--- config.mk ---
export PLATFORM = sky130hd
export DESIGN_NAME = median_rank
export DESIGN_NICKNAME = d
export VERILOG_FILES = /design/src/rtl/median_rank.sv
export SDC_FILE = /design/constraint.sdc
export NUM_CORES = 1
export LEC_CHECK = 0
export BUFFER_PORTS_ARGS = -buffer_cell sky130_fd_sc_hd__buf_2
export CAP_MARGIN = 5
export CORE_MARGIN = 3
export CORE_UTILIZATION = 45
export CTS_CLUSTER_SIZE = 30
export DETAILED_ROUTE_END_ITERATION = 10
export GPL_TIMING_DRIVEN = 0
export HOLD_SLACK_MARGIN = 0.06
export PLACE_DENSITY_LB_ADDON = 0.15
export SYNTH_ARGS = -nofsm -noshare
export SYNTH_HDL_FRONTEND = slang
export SYNTH_SLANG_ARGS = --single-unit
--- constraint.sdc ---
create_clock -name CLK -period 4.78 [get_ports CLK]
set_clock_uncertainty 0.05 [all_clocks]
set_input_delay 0.239 -clock CLK [delete_from_list [all_inputs] [get_ports CLK]]
set_output_delay 0.239 -clock CLK [all_outputs]
set_load 0.01 [all_outputs]
--- src/rtl/median_rank.sv ---
// median_rank: rank-order filter for pixel windows.
// Captures a burst of N samples into a shift chain. It then runs repeated
// max-extraction passes over the chain to find the RANK-th largest sample
// (0 = max, (N-1)/2 = median, N-1 = min).
module median_rank #(
  parameter  int WIDTH = 8,
  parameter  int N     = 9,
  localparam int RW    = $clog2(N)
) (
  input  logic             CLK,
  input  logic             RST,
  input  logic             DSI,
  input  logic [WIDTH-1:0] DI,
  input  logic [RW-1:0]    RANK,
  output logic [WIDTH-1:0] DO,
  output logic             DSO,
  output logic             BUSY,
  output logic             ERR
);

  // The counter must be able to hold N itself during load, so it gets one extra code.
  localparam int CW = $clog2(N + 1);

  localparam logic [CW-1:0] N_C    = CW'(N);
  localparam logic [CW-1:0] LAST_C = CW'(N - 1);
  localparam logic [RW-1:0] MAX_RK = RW'(N - 1);

  typedef enum logic [1:0] {IDLE, LOAD, COMP, DONE} state_t;

  state_t           state_q, state_d;
  logic [CW-1:0]    cnt_q, cnt_d;
  logic [RW-1:0]    pass_q, pass_d;
  logic [RW-1:0]    rk_q, rk_d;
  logic [WIDTH-1:0] mx_q, mx_d;
  logic [WIDTH-1:0] do_q, do_d;
  logic             err_q, err_d;
  logic             dsi_prev_q, dsi_prev_d;
  logic [WIDTH-1:0] chain_q [N];
  logic [WIDTH-1:0] chain_d [N];

  logic             shift_en;
  logic [WIDTH-1:0] shift_in;
  logic [WIDTH-1:0] head;
  logic [WIDTH-1:0] winner;
  logic [RW-1:0]    rank_clamped;
  logic             start;

  // The chain head feeds the comparator. A new window starts only on a DSI rising
  // edge, so a burst that began while busy is never picked up halfway through.
  always_comb begin
    head         = chain_q[0];
    winner       = (head > mx_q) ? head : mx_q;
    rank_clamped = (RANK > MAX_RK) ? MAX_RK : RANK;
    start        = DSI && !dsi_prev_q;
  end

  // State register and control/result flops.
  always_ff @(posedge CLK) begin
    if (RST) begin
      state_q <= IDLE;
      cnt_q   <= '0;
      pass_q  <= '0;
      rk_q    <= '0;
      mx_q    <= '0;
      do_q    <= '0;
      err_q   <= 1'b0;
    end else begin
      state_q <= state_d;
      cnt_q   <= cnt_d;
      pass_q  <= pass_d;
      rk_q    <= rk_d;
      mx_q    <= mx_d;
      do_q    <= do_d;
      err_q   <= err_d;
    end
  end

  // The DSI history keeps tracking the pin through reset. This means a burst that
  // is still in flight when reset releases is not mistaken for a new one.
  always_ff @(posedge CLK) begin
    dsi_prev_q <= dsi_prev_d;
  end

  // The sample chain has no reset: every window overwrites all N entries before use.
  always_ff @(posedge CLK) begin
    chain_q <= chain_d;
  end

  // Next-state logic for the window FSM.
  always_comb begin
    state_d = state_q;
    case (state_q)
      IDLE: begin
        if (start) begin
          state_d = LOAD;
        end
      end
      LOAD: begin
        if (!DSI) begin
          state_d = (cnt_q < N_C) ? IDLE : COMP;
        end
      end
      COMP: begin
        if (cnt_q == LAST_C && pass_q == rk_q) begin
          state_d = DONE;
        end
      end
      DONE: begin
        state_d = IDLE;
      end
      default: begin
        state_d = IDLE;
      end
    endcase
  end

  // Datapath control covers sample loading, burst-length check and the extraction passes.
  // Each extraction cycle pops the chain head and pushes one value back in.
  // Cycle 0 of a pass pushes a zero in place of the value it took into MX.
  // Zero can never beat a real sample under unsigned compare. These zero
  // fillers therefore never change the max that a later pass finds.
  always_comb begin
    cnt_d      = cnt_q;
    pass_d     = pass_q;
    rk_d       = rk_q;
    mx_d       = mx_q;
    do_d       = do_q;
    err_d      = 1'b0;
    dsi_prev_d = DSI;
    shift_en   = 1'b0;
    shift_in   = '0;
    case (state_q)
      IDLE: begin
        if (start) begin
          shift_en = 1'b1;
          shift_in = DI;
          cnt_d    = CW'(1);
        end
      end
      LOAD: begin
        if (DSI) begin
          shift_en = 1'b1;
          shift_in = DI;
          if (cnt_q < N_C) begin
            cnt_d = cnt_q + CW'(1);
          end
        end else if (cnt_q < N_C) begin
          err_d = 1'b1;
          cnt_d = '0;
        end else begin
          rk_d   = rank_clamped;
          cnt_d  = '0;
          pass_d = '0;
        end
      end
      COMP: begin
        shift_en = 1'b1;
        if (cnt_q == '0) begin
          mx_d     = head;
          shift_in = '0;
        end else begin
          mx_d     = winner;
          shift_in = (head > mx_q) ? mx_q : head;
        end
        if (cnt_q == LAST_C) begin
          cnt_d = '0;
          if (pass_q == rk_q) begin
            do_d = winner;
          end else begin
            pass_d = pass_q + RW'(1);
          end
        end else begin
          cnt_d = cnt_q + CW'(1);
        end
      end
      DONE: begin
        cnt_d  = '0;
        pass_d = '0;
      end
      default: begin
        cnt_d = '0;
      end
    endcase
  end

  // Shift chain: entries move toward the head and new values enter at the tail.
  always_comb begin
    for (int i = 0; i < N - 1; i++) begin
      chain_d[i] = shift_en ? chain_q[i+1] : chain_q[i];
    end
    chain_d[N-1] = shift_en ? shift_in : chain_q[N-1];
  end

  // Output decode from the current state.
  always_comb begin
    BUSY = 1'b0;
    DSO  = 1'b0;
    case (state_q)
      COMP: begin
        BUSY = 1'b1;
      end
      DONE: begin
        BUSY = 1'b1;
        DSO  = 1'b1;
      end
      default: begin
        BUSY = 1'b0;
      end
    endcase
  end

  assign DO  = do_q;
  assign ERR = err_q;

endmodule

-- After elaboration in Yosys (flattened, before gate mapping)
Cells that the tools add are included.
- add/subtract/negate cells: 2
- order comparisons: 3
- equal/unequal tests: 12
- muxes and demuxes: 29
- bitwise gates (word level): 3
- reduce and logical (&&, ||, !) cells: 13
- operator list (cell ; number):
    $mux W8 ; 6
    $mux W4 ; 9
    $pmux W8 S3 ; 1
    $pmux W4 S4 ; 1
    $ne A2 B2 Y1 const B ; 6
    $pmux W4 S3 ; 1
    $reduce_and A3 Y1 ; 3
    $add A4 B1 Y4 const B ; 2
    $gt A8 B8 Y1 ; 1
    $mux W2 ; 4
    $pmux W2 S4 ; 1
    $mux W1 ; 5
    $reduce_and A5 Y1 ; 1
    $eq A2 B2 Y1 const B ; 2
    $eq A4 B4 Y1 ; 1
    $eq A4 B4 Y1 const B ; 1
    $gt A4 B4 Y1 const B ; 1
    $logic_not A4 Y1 ; 1
    $lt A4 B4 Y1 const B ; 1
    $ne A3 B3 Y1 const B ; 1
    $not A1 Y1 ; 3
    $pmux W1 S3 ; 1
    $reduce_bool A3 Y1 ; 1
    $reduce_or A3 Y1 ; 1
    other kinds (6) ; 7
- bits in registers: 104
- bits of input ports: 15
- output and inout bits: 11
- logic and storage cells: 79

-- Logic depth before layout (Yosys ltp)
- depth in word-level cells: 4
- mapped depth: 10
- gate-level depth less buffers: 7

-- Least setup slack after synthesis
No wires, ideal clock.
- kind: flip-flop to flip-flop
- start point: register (tool-made name)
- end point: register chain_q[0] (netlist name) (enable)
- library setup time: 0.502 ns
- data arrival time: 3.750 ns
- data required time: 4.228 ns
- path slack: 0.478 ns
- stages on the path, launching flop included: 4
- path buffers: 1
- clock period less this slack: 4.302 ns
- cells stage by stage: dfxtp_1 -> clkbuf_1 -> and2_1 -> nor2_1
- RTL lines (what ; RTL line ; source):
    to (signal assigned) ; 86 ; chain_q <= chain_d;
    to (decl) ; 38 ; logic [WIDTH-1:0] chain_q [N];

-- Worst setup path in the final report
- start point: register chain_q (netlist bit head[1])
- end point: register chain_q[2] (netlist name) (data pin)
- longest elaborated chain between the ends: 4
- ends and longest elaborated chain (what ; RTL line ; source):
    $gt A8 B8 Y1 ; 163 ; shift_in = (head > mx_q) ? mx_q : head;
    $mux W8 ; 163 ;
    $mux W8 ; 158 ; if (cnt_q == '0) begin
    $pmux W8 S3 ; 132 ; case (state_q)
    via shift_in[2] ; 42 ; logic [WIDTH-1:0] shift_in;
The timed path passes the listed nets, and every way through them passes these cells.
A chain may end at the register's enable or synchronous reset.

==> results by group <==
Global routing
  • GR Util met1: 22.2%
  • Met2 usage: 23.6%
  • Met3 usage: 4.60%
  • Largest net degree at the start of global routing: 31
  • Vias in the first global route: 2471
  • Gr busiest metal: met2
  • GRT Residual Overflow: 0
  • Tot GR Track Use: 15.8%
  • First-pass GRT wire length: 12.5 mm
  • Antenna violations before repair: 0

CTS
  • Root Driver: clkbuf_8
  • Maximum buffer depth of the clock tree: 2
  • Num CTS Buffers: 9
  • Post-CTS Setup Repair Bufs: 0
  • Clock slew at reported path FFs: 0.09 ns
  • H-tree lvl count: 3
  • Clock sinks: 104
  • Insertion delay to the later sink of the worst-skew pair: 0.37 ns
  • CTS tree: done

Critical path
  • Startpoint class of the critical path: register
  • CP Data Arrival Time: 2.60 ns
  • Crit-path max FO: 10
  • CP startpoint: head[1]
  • Setup crit end kind: register
  • Worst endpoint required time: 4.84 ns
  • Reg-to-Reg Start: head[1]
  • Crit Path Class: register to register

Yosys
  • Part of the Yosys area used for sequential elements: 66.1%
  • Synth Area in Simple Gates: 14.2%
  • Post-synth EDFFs: 72
  • Cells after Synth: 324
  • Xor/xnor cell area share of the yosys netlist: 1.24%
  • Largest family of logic cells by synthesized area: simple AND/OR/NAND/NOR gates
  • Async S/R FF share, synth: 0%
  • Post-Synth Adder-Cell Area: 3.24%
  • Ys flop type: edfxtp_1
  • Yosys cell types: 46
  • #FFs+latches synth: 104
  • Mux cell area share after synthesis: 2.12%
  • Post-Syn Area: 0.00424 sq mm
  • Synthesized area per cell: 13.1 sq um
  • Total of warnings raised by yosys: 0
  • Syn Nets: 350
  • Compound-gate portion of the synthesized area: 9.59%

Timing
  • Fmax: 393 MHz
  • Setup WS post-layout: 2.24 ns
  • Least-Margin Pin Slew: 0.830 ns
  • Final count of hold timing violations: 0
  • Final setup fails: 0
  • RSZ-0062 raised after global routing: false
  • Fin crit period: 2.54 ns
  • Hold WS: 0.0938 ns
  • Fin. max-slew vios: 0
  • Slew margin rel.: 44.7%
  • Final Cycle Share: 53.2%

Place
  • Pre-CTS WS: 2.27 ns
  • Gpl congestion: 0.827
  • # port buffers: 24
  • HPWL Detailed: 5.19 mm
  • Placed instance area: 0.00454 sq mm

Cells and area
  • Commonest non-fill, non-tap cell in the layout: edfxtp_1
  • Ratio of cells with drive above 1 in the final layout: 14.7%
  • Final Cell Area: 0.00474 sq mm
  • Final Util: 53.1%
  • Commonest non-fill, non-tap cells in the layout: edfxtp_1, dfxtp_1, buf_2, nor2_1, nand2b_1
  • Diode count: 0
  • Area Overhead vs Synth: 11.8%
  • Nets@finish: 388

Floorplanning
  • Die width: 103 microns
  • # rows: 34
  • Core area: 0.00893 sq mm
  • Initial Utilization: 47.5%
  • Die height: 103 microns
  • I/O Pins: 26
  • Die area: 0.0106 sq mm

Drt
  • Vias/cell: 5.43
  • Number of DRC markers in iteration 0: 92
  • # DRC: 0
  • First-pass DRT Iterations: 4
  • Via count: 2578
  • Routed Antenna Nets: 0
  • Post-Route WL: 7.71 mm
  • Mean routed wirelength per cell: 16.2 microns

Worst hold path
  • Hold_sp: RANK[0]
  • Worst hold path type: primary input to register

Pwr
  • P_leak: 1.65 nW
  • Pwr dens: 341 mW/mm^2
  • Max VDD drop: 0.231 mV

Job
  • Maxcap violations: 0

Run status
  • Run status: finished, final reports clean
==> Yosys cell counts, types with 3 or more instances <==
cell       count  area, sq um
buf_6          4         45.0
mux2i_1        9         90.1
nor4_1         8         50.1
nand2b_1      22          138
nand2_1       19         71.3
a2111oi_1      6         60.1
a311o_1        7         70.1
edfxtp_1      72         2160
clkbuf_1       8         30.0
a21oi_1       14         70.1
o21ai_0        5         25.0
ha_1          11          138
buf_2          4         20.0
nand4_1        3         18.8
o211ai_1       4         30.0
xor2_1         5         43.8
dfxtp_1       32          641
nand4b_1       4         35.0
nor2_1        24         90.1
inv_1         13         48.8
nor3_1         8         40.0
and2_1        12         75.1
==> metrics by stage <==
step	TNS [ns]	cells	total power, mW
5_1_grt	0	475	1.68
3_5_place_dp	0	458	1.11
4_1_cts	0	475	1.64
3_3_place_gp	-57.04	456	1.11
6_report	0	475	1.62
2_1_floorplan	0	324	1.08
==> worst max-delay path, stage by stage (launching register included) <==
cell      delay, ns
edfxtp_1       0.50
ha_1           0.33
nor2b_1        0.14
o211ai_1       0.18
a21oi_2        0.15
or2_1          0.26
buf_6          0.14
buf_6          0.14
a311o_1        0.39
==> power breakdown <==
group          internal (mW)  total [mW]  switching (mW)
registers              0.999        1.01          0.0122
logic                 0.0294      0.0778          0.0484
clock network          0.240       0.526           0.287
==> state kept, by name, indices dropped and copies added (netlist names), named ones only <==
name,cells
mx_q,8
ERR,1
pass_q,4
DO,8
dsi_prev_q,1
chain_q,64
cnt_q,4
rk_q,4
state_q,1
head,8
==> cell type report <==
cell class                 count  area (sq um)
fill                         792          4190
tap                          108           135
inverter                      13          48.8
clock buffer                  10           128
multi-input combinational    190          1300
timing repair buffer          27           170
clock inverter                 6          60.1
buffer                        17          98.8
sequential                   104          2800
==> kinds of logic after synthesis <==
| logic type | count (synthesis) |
|---|---|
| AND/OR/NAND/NOR | 111 |
| XOR/XNOR | 6 |
| buffers and inverters | 30 |
| flip-flops | 104 |
| adder cells (fa/ha/maj) | 11 |
| multiplexers | 9 |
| AO/OA/AOI/OAI | 53 |
==> what timing repair did <==
item                                   in CTS  in global routing
hold buffers                                1                  0
resized for setup                           0                  0
endpoints found under the hold margin       1                  0
==> metal layers <==
layer | vias to the layer above | wire length [microns]
li1 | 1271 | -
met1 | 1245 | 3700
met2 | 53 | 3540
met3 | 9 | 348
met4 | 0 | 121
met5 | - | 0
==> worst paths after layout <==
| check | cells after the start | slack (ns) | endpoint |
|---|---|---|---|
| worst max-delay path | 8 | 2.24 | chain_q[2] |
| worst min register to register | 0 | 0.37 | chain_q[47] |
| worst max register to register | 8 | 2.24 | chain_q[2] |
| worst min-delay path | 3 | 0.09 | rk_q[0] |
No activity file was read; power rests on OpenSTA's default activity.
